### config.mk
export PLATFORM = sky130hd
export DESIGN_NAME = timing_sequencer
export DESIGN_NICKNAME = d
export VERILOG_FILES = /design/src/rtl/timing_sequencer.sv
export SDC_FILE = /design/constraint.sdc
export NUM_CORES = 1
export LEC_CHECK = 0
export CAP_MARGIN = 30
export CORE_MARGIN = 10
export CORE_UTILIZATION = 30
export DETAILED_ROUTE_END_ITERATION = 6
export REMOVE_ABC_BUFFERS = 1
export SETUP_SLACK_MARGIN = 0.2
export SLEW_MARGIN = 20
export SYNTH_ARGS = -nofsm -noshare
export SYNTH_HDL_FRONTEND = slang
export SYNTH_SLANG_ARGS = --single-unit
### constraint.sdc
create_clock -name clk -period 1.53 [get_ports clk]
set_clock_uncertainty 0.1 [all_clocks]
set_input_delay 0.306 -clock clk [delete_from_list [all_inputs] [get_ports clk]]
set_output_delay 0.306 -clock clk [all_outputs]
set_load 0.03 [all_outputs]
### src/rtl/timing_sequencer.sv
// Sequence counter with start/stop (S) flip-flop for the basic-computer
// control unit. Produces a registered one-hot timing vector T0..T(WIDTH-1)
// together with its binary count. All outputs are registered; there is no
// combinational path from any input to any output.
//
// The S flip-flop is the FSM state: running is high exactly in RUN, so the
// state is always observable on the running output.
//
// Control priority inside RUN (highest first): reset > stop > clear > increment.
// In HALT, start (without stop) enters RUN at T0; clear zeroes the held count.
module timing_sequencer #(
  parameter int WIDTH       = 8,
  parameter int COUNT_WIDTH = $clog2(WIDTH)
) (
  input  logic                   clk,
  input  logic                   reset,
  input  logic                   start,
  input  logic                   stop,
  input  logic                   clear,
  output logic                   running,
  output logic [COUNT_WIDTH-1:0] count_out,
  output logic [WIDTH-1:0]       timing_out
);

  typedef enum logic {
    HALT = 1'b0,
    RUN  = 1'b1
  } state_t;

  state_t                 state;
  state_t                 state_next;
  logic [COUNT_WIDTH-1:0] sc;
  logic [COUNT_WIDTH-1:0] sc_next;
  logic [WIDTH-1:0]       t;
  logic [WIDTH-1:0]       t_next;

  localparam logic [WIDTH-1:0] T0 = {{(WIDTH-1){1'b0}}, 1'b1};

  // Next-state, next-count and next-timing-vector decode.
  always_comb begin
    state_next = state;
    sc_next    = sc;
    unique case (state)
      HALT: begin
        if (start && !stop) begin
          state_next = RUN;
          sc_next    = '0;
        end else if (clear) begin
          sc_next = '0;
        end
      end
      RUN: begin
        if (stop) begin
          // Halting keeps the count unless clear lands on the same edge.
          state_next = HALT;
          if (clear) sc_next = '0;
        end else if (clear) begin
          sc_next = '0;
        end else begin
          // WIDTH is a power of two, so the natural roll-over is modulo WIDTH.
          sc_next = sc + COUNT_WIDTH'(1);
        end
      end
      default: begin
        state_next = HALT;
        sc_next    = '0;
      end
    endcase
    // The timing vector is derived from the next count so it is always the
    // one-hot image of count_out while running, and all-zero while halted.
    t_next = (state_next == RUN) ? (T0 << sc_next) : '0;
  end

  // State, count and timing registers with synchronous active-high reset.
  always_ff @(posedge clk) begin
    if (reset) begin
      state <= HALT;
      sc    <= '0;
      t     <= '0;
    end else begin
      state <= state_next;
      sc    <= sc_next;
      t     <= t_next;
    end
  end

  assign running    = (state == RUN);
  assign count_out  = sc;
  assign timing_out = t;

endmodule

==> results of run 1 <==
## registers in the layout, summed over array words and instances (netlist names)
register,count
timing_out,8
running,1
count_out,3
## worst max-delay path: cells and delay by family (launching register included)
family	cells	cell delay, ns
flip-flops	1	0.36
AND/OR/NAND/NOR	3	0.85
## cells in the final DEF, fill, tap and decap left out, drive strengths merged, types with 2 or more instances in the layout
master	n
clkdlybuf4s15	9
buf	12
inv	2
nor3	3
dlygate4sd2	3
nor4	4
nor3b	2
a211oi	4
nor2	4
clkbuf	4
dfxtp	12
## repair_timing
| action | CTS | global route |
|---|---|---|
| setup buffers | 1 | 1 |
| setup endpoints to repair | 22 | 11 |
| gates resized for setup | 49 | 15 |
| pin swaps | 2 | 6 |
## path summary, 6_finish.rpt
check | startpoint | end | slack [ns]
max | running | timing_out[6] | 0.15
min | clear | count_out[0] | 0.35
max reg2reg | running | timing_out[6] | 0.15
min reg2reg | running | running | 0.58
## final cells by class
type,count,area [um^2],area share (%)
multi-input combinational,30,284,34.9
clock buffer,4,36.3,4.46
sequential,12,249,30.6
timing repair buffer,24,216,26.6
inverter,2,7.51,0.923
tap,16,20.0,2.46
## Yosys cell counts, drive strengths merged
master and count:
nor2b 1, a32oi 1, nor3b 2, buf 2
o21ba 1, nor2 4, inv 2, a211oi 4
a21oi 1, a32o 1, o211ai 1, o21bai 1
nand3b 1, or4 1, dfxtp 12, nand4bb 1
ha 1, nand2 1, nor4 4, o211a 1
nor3 3
## stage by stage
step / TNS, ns / setup slack [ns] / hold slack [ns]
detailed placement: -2.45 / -0.339 / 0.559
CTS: 0 / 0.134 / 0.332
global route: 0 / 0.0942 / 0.372
floorplan: -0.00311 / -0.00196 / 0.278
global placement: -2.38 / -0.299 / 0.565
finish: 0 / 0.146 / 0.351
## per-layer routing
layer | global-route usage, % | routed length [um] | share of wire [%]
met1 | 8.04 | 516 | 42
met2 | 10.3 | 637 | 52
met3 | 2.54 | 82 | 6.6
met4 | 3.85 | 0 | 0
met5 | 0 | 0 | 0
## power breakdown
part | internal [mW] | switching, mW
registers | 0.313 | 0.00266
clock network | 0.144 | 0.106
logic | 0.0300 | 0.0349
total | 0.487 | 0.144
## kinds of logic after synthesis
group | after synthesis | synth area share, %
simple gates | 18 | 23.0
flops | 12 | 50.3
compound gates | 11 | 18.6
buf+inv | 4 | 5.50
fa+ha+maj | 1 | 2.62
==> reports/metrics.csv, run 1 <==
metric,value,unit
wire length after detailed routing,1240,um
global routing usage summed across all routing layers,6.82,%
die height,59.9,um
cell count of the worst hold path,2,
cell area after placement,682,um^2
Slew @ Worst Pin,0.204,ns
Syn Std Cell Area,478,um^2
final cell count without fillers,88,
clock-pin slew on the worst setup and hold paths,0.08,ns
endpoint class of the critical path,register,
Worst Hold Class,input port to register,
antenna cells,0,
via total after detailed routing,462,
detailed-route wire length per cell,14.0,um
number of I/O port buffers,16,
Slowest Stage Delay on Critical Path,0.48,ns
cell at the root of the clock tree,sky130_fd_sc_hd__clkbuf_4,
drt via density,5.25,
data arrival time of the critical path,1.47,ns
utilization after layout,54.0,%
wire length of the first global-routing pass,1930,um
fraction of the cycle the final worst path needs,90.5,%
cell breakdown of the critical path,"nor3b_2, or4_4, nor4_4",
DRT antenna net count,0,
library cell contributing the largest single delay on the critical path,sky130_fd_sc_hd__or4_4,
latest clock arrival within the worst-skew pair,0.27,ns
H-tree levels,1,
maximum buffer depth of the clock tree,2,
Critical Path RT,1.62,ns
cell type with the largest total area after synthesis,sky130_fd_sc_hd__dfxtp_1,
post-layout total power,0.631,mW
start-to-end type of the worst setup path,register to register,
initial antenna violation count,0,
final hold violation count,0,
outcome,completed,
I/O pin count,17,
number of synthesized register bits,12,
Synth Area per Inst,10.4,um^2
filler instances,140,
headroom to the max-slew limit,86.3,%
hold buffer count at cts,0,
Yosys Warn Count,0,
maximum number of pins on one net before global-route repair,9,
worst ir drop on vdd,0.478,mV
Rows,14,
Die ar.,3590,um^2
Max-Cap Viols,0,
Cells after Synth,46,
Initial Utilization,31.7,%
clock tree from TritonCTS,built,
sort of element at the start of the critical path,register,
Placer Congestion,0.722,
areal power density over the cells,776,nW/um^2
Area growth syn-to-layout,70.2,%
biggest fanout along the worst timing path,6,
shortest clock period the worst path allows after layout,1.38,ns
DRC violation total after the first TritonRoute iteration,7,
Core Footprint,1510,um^2
post-route cell area,813,um^2
DR pass1 iterations,4,
number of max-slew violations in the final report,0,
net count of the finished layout,79,
final HPWL from detailed placement,894,um
share of cells above drive strength 1,55.6,%
register area share after synthesis,50.3,%
number of library cell types mapped by synthesis,22,
Lkg Pwr,0.310,nW
gr ovfl total,0,
setup-violating endpoint count in the final report,0,
setup repair after global routing missed its margin,yes,
CTS buffer count,3,
Placed Cells incl. Taps,82,
Post-route DRC,0,
number of clock sinks,12,
number of cells on the worst reg-to-reg path,3,
share of Yosys cell area claimed by the top area cell type,50.3,%
leading post-synthesis cells by cell area,"sky130_fd_sc_hd__dfxtp_1, sky130_fd_sc_hd__a211oi_1, sky130_fd_sc_hd__nor4_1, sky130_fd_sc_hd__nor3_1, sky130_fd_sc_hd__nor2_1",
width of the die,59.9,um
maximum clock frequency,722,MHz
via count of the first global-routing pass,451,
No activity file was read; power rests on OpenSTA's default activity.
==> inputs of run 2 (changes only) <==
Settings changed: CTS_CLUSTER_DIAMETER from default to 50.
==> results of run 2 <==
Final layout, timing and power as in run 1 (identical DEF).
==> inputs of run 3 (changes only) <==
Settings changed: SLEW_MARGIN 20 to default.
Clock period 1.53 ns to 1.7 ns, I/O delays scaled along.
==> reports/metrics.csv, run 3 (synthesized netlist as in run 1, its figures left out) <==
metric,value,unit
number of max-slew violations in the final report,0,
clock-pin slew on the worst setup and hold paths,0.07,ns
Critical Path RT,1.26,ns
via count of the first global-routing pass,427,
number of clock sinks,12,
Placer Congestion,0.772,
cell area after placement,677,um^2
Crit. Startpoint,running,
post-route cell area,707,um^2
shortest clock period the worst path allows after layout,1.44,ns
Post-route DRC,0,
global routing usage summed across all routing layers,6.65,%
Placed Cells incl. Taps,81,
library cell contributing the largest single delay on the critical path,sky130_fd_sc_hd__dlygate4sd2_1,
H-tree levels,1,
areal power density over the cells,793,nW/um^2
start-to-end type of the worst setup path,register to output pin,
hold buffer count at cts,0,
setup-violating endpoint count in the final report,0,
detailed-route wire length per cell,12.8,um
Lkg Pwr,0.310,nW
post-CTS setup repair buffer count,0,
CTS buffer count,3,
wire length after detailed routing,1080,um
max FFs per register,8,
Max-Cap Viols,0,
setup repair after global routing missed its margin,no,
endpoint class of the critical path,output pin,
latest clock arrival within the worst-skew pair,0.27,ns
I/O pin count,17,
Rows,14,
wire length of the first global-routing pass,1850,um
die height,59.9,um
reg2reg start,running,
filler instances,155,
combinational group share of total power,9.2,%
initial antenna violation count,0,
maximum buffer depth of the clock tree,2,
Slowest Stage Delay on Critical Path,0.40,ns
Core Footprint,1510,um^2
DR pass1 iterations,4,
outcome,completed,
drt via density,5.16,
via total after detailed routing,439,
Initial Utilization,31.7,%
final hold violation count,0,
maximum clock frequency,695,MHz
sequential standard cell area,241,um^2
biggest fanout along the worst timing path,2,
final cell count without fillers,85,
Sw Ratio,22.1,%
maximum number of pins on one net before global-route repair,10,
fraction of the cycle the final worst path needs,84.6,%
worst ir drop on vdd,0.351,mV
sort of element at the start of the critical path,register,
"top library cells by usage in the layout, fill and taps aside","sky130_fd_sc_hd__dlygate4sd2_1, sky130_fd_sc_hd__dfxtp_1, sky130_fd_sc_hd__buf_4",
net count of the finished layout,76,
Worst Hold Class,input port to register,
cell at the root of the clock tree,sky130_fd_sc_hd__clkbuf_4,
setup TNS,0,ns
worst hold slack,0.422,ns
Sequential Power Share,50.8,%
worst setup timing slack at the placement stage,-0.196,ns
data arrival time of the critical path,1.00,ns
DRC violation total after the first TritonRoute iteration,12,
Multi-input gate area,234,um^2
DRT antenna net count,0,
Area growth syn-to-layout,47.9,%
clock tree from TritonCTS,built,
antenna cells,0,
share of cells above drive strength 1,27.5,%
CP bufs+invs,1,
kind of cell adding the most delay to the critical path,buffers and inverters,
Slew @ Worst Pin,0.386,ns
most frequent standard cell in the layout excluding fill and tap cells,sky130_fd_sc_hd__dlygate4sd2_1,
final HPWL from detailed placement,861,um
width of the die,59.9,um
Internal Dissipation,0.437,mW
reported net switching power,0.124,mW
Die ar.,3590,um^2
beginning of the worst hold path,stop,
gr ovfl total,0,
power share of the clock group,40.0,%
number of I/O port buffers,16,
headroom to the max-slew limit,74.1,%
cell breakdown of the critical path,dlygate4sd2_1,
post-route worst setup slack,0.262,ns
-- run 3: per-layer routing --
layer / routed length [um] / part of all wire (%) / GRT usage, %
met1: 449 / 41 / 6.95
met2: 488 / 45 / 10.0
met3: 138 / 13 / 5.30
met4: 6 / 0.55 / 1.92
met5: 0 / 0 / 0
-- run 3: layout make-up --
class | count | area share [%]
Tap cell | 16 | 2.83
Clock buffer | 4 | 5.13
Multi-Input combinational cell | 30 | 33.1
Inverter | 2 | 1.06
Sequential cell | 12 | 34.2
Timing Repair Buffer | 21 | 23.7
-- run 3: timing repair --
action / 4_1_cts / 5_1_grt
pin swaps: 0 / 0
endpoints found under the setup margin: 19 / 6
gates resized for setup: 19 / 7
gates cloned: 0 / 0
-- run 3: worst paths after layout --
| kind | to | cells past startpoint | slack (ns) |
|---|---|---|---|
| worst max-delay path | running | 1 | 0.26 |
| worst min-delay path | running | 2 | 0.42 |
| worst max register to register | timing_out[0] | 4 | 0.28 |
| worst min register to register | count_out[0] | 2 | 0.46 |
-- run 3: through the flow --
step | util (%) | total power, mW
2_1_floorplan | - | 0.314
3_3_place_gp | 44.9 | 0.346
3_5_place_dp | 44.9 | 0.346
4_1_cts | 47.3 | 0.564
5_1_grt | 46.9 | 0.579
6_report | 46.9 | 0.561
-- run 3: power groups by stage --
stage / registers, mW / logic [mW] / clock network (mW)
2_1_floorplan: 0.299 / 0.0145 / 0
3_3_place_gp: 0.292 / 0.0545 / 0
3_5_place_dp: 0.292 / 0.0541 / 0
4_1_cts: 0.285 / 0.0513 / 0.228
5_1_grt: 0.285 / 0.0568 / 0.237
6_report: 0.285 / 0.0518 / 0.224
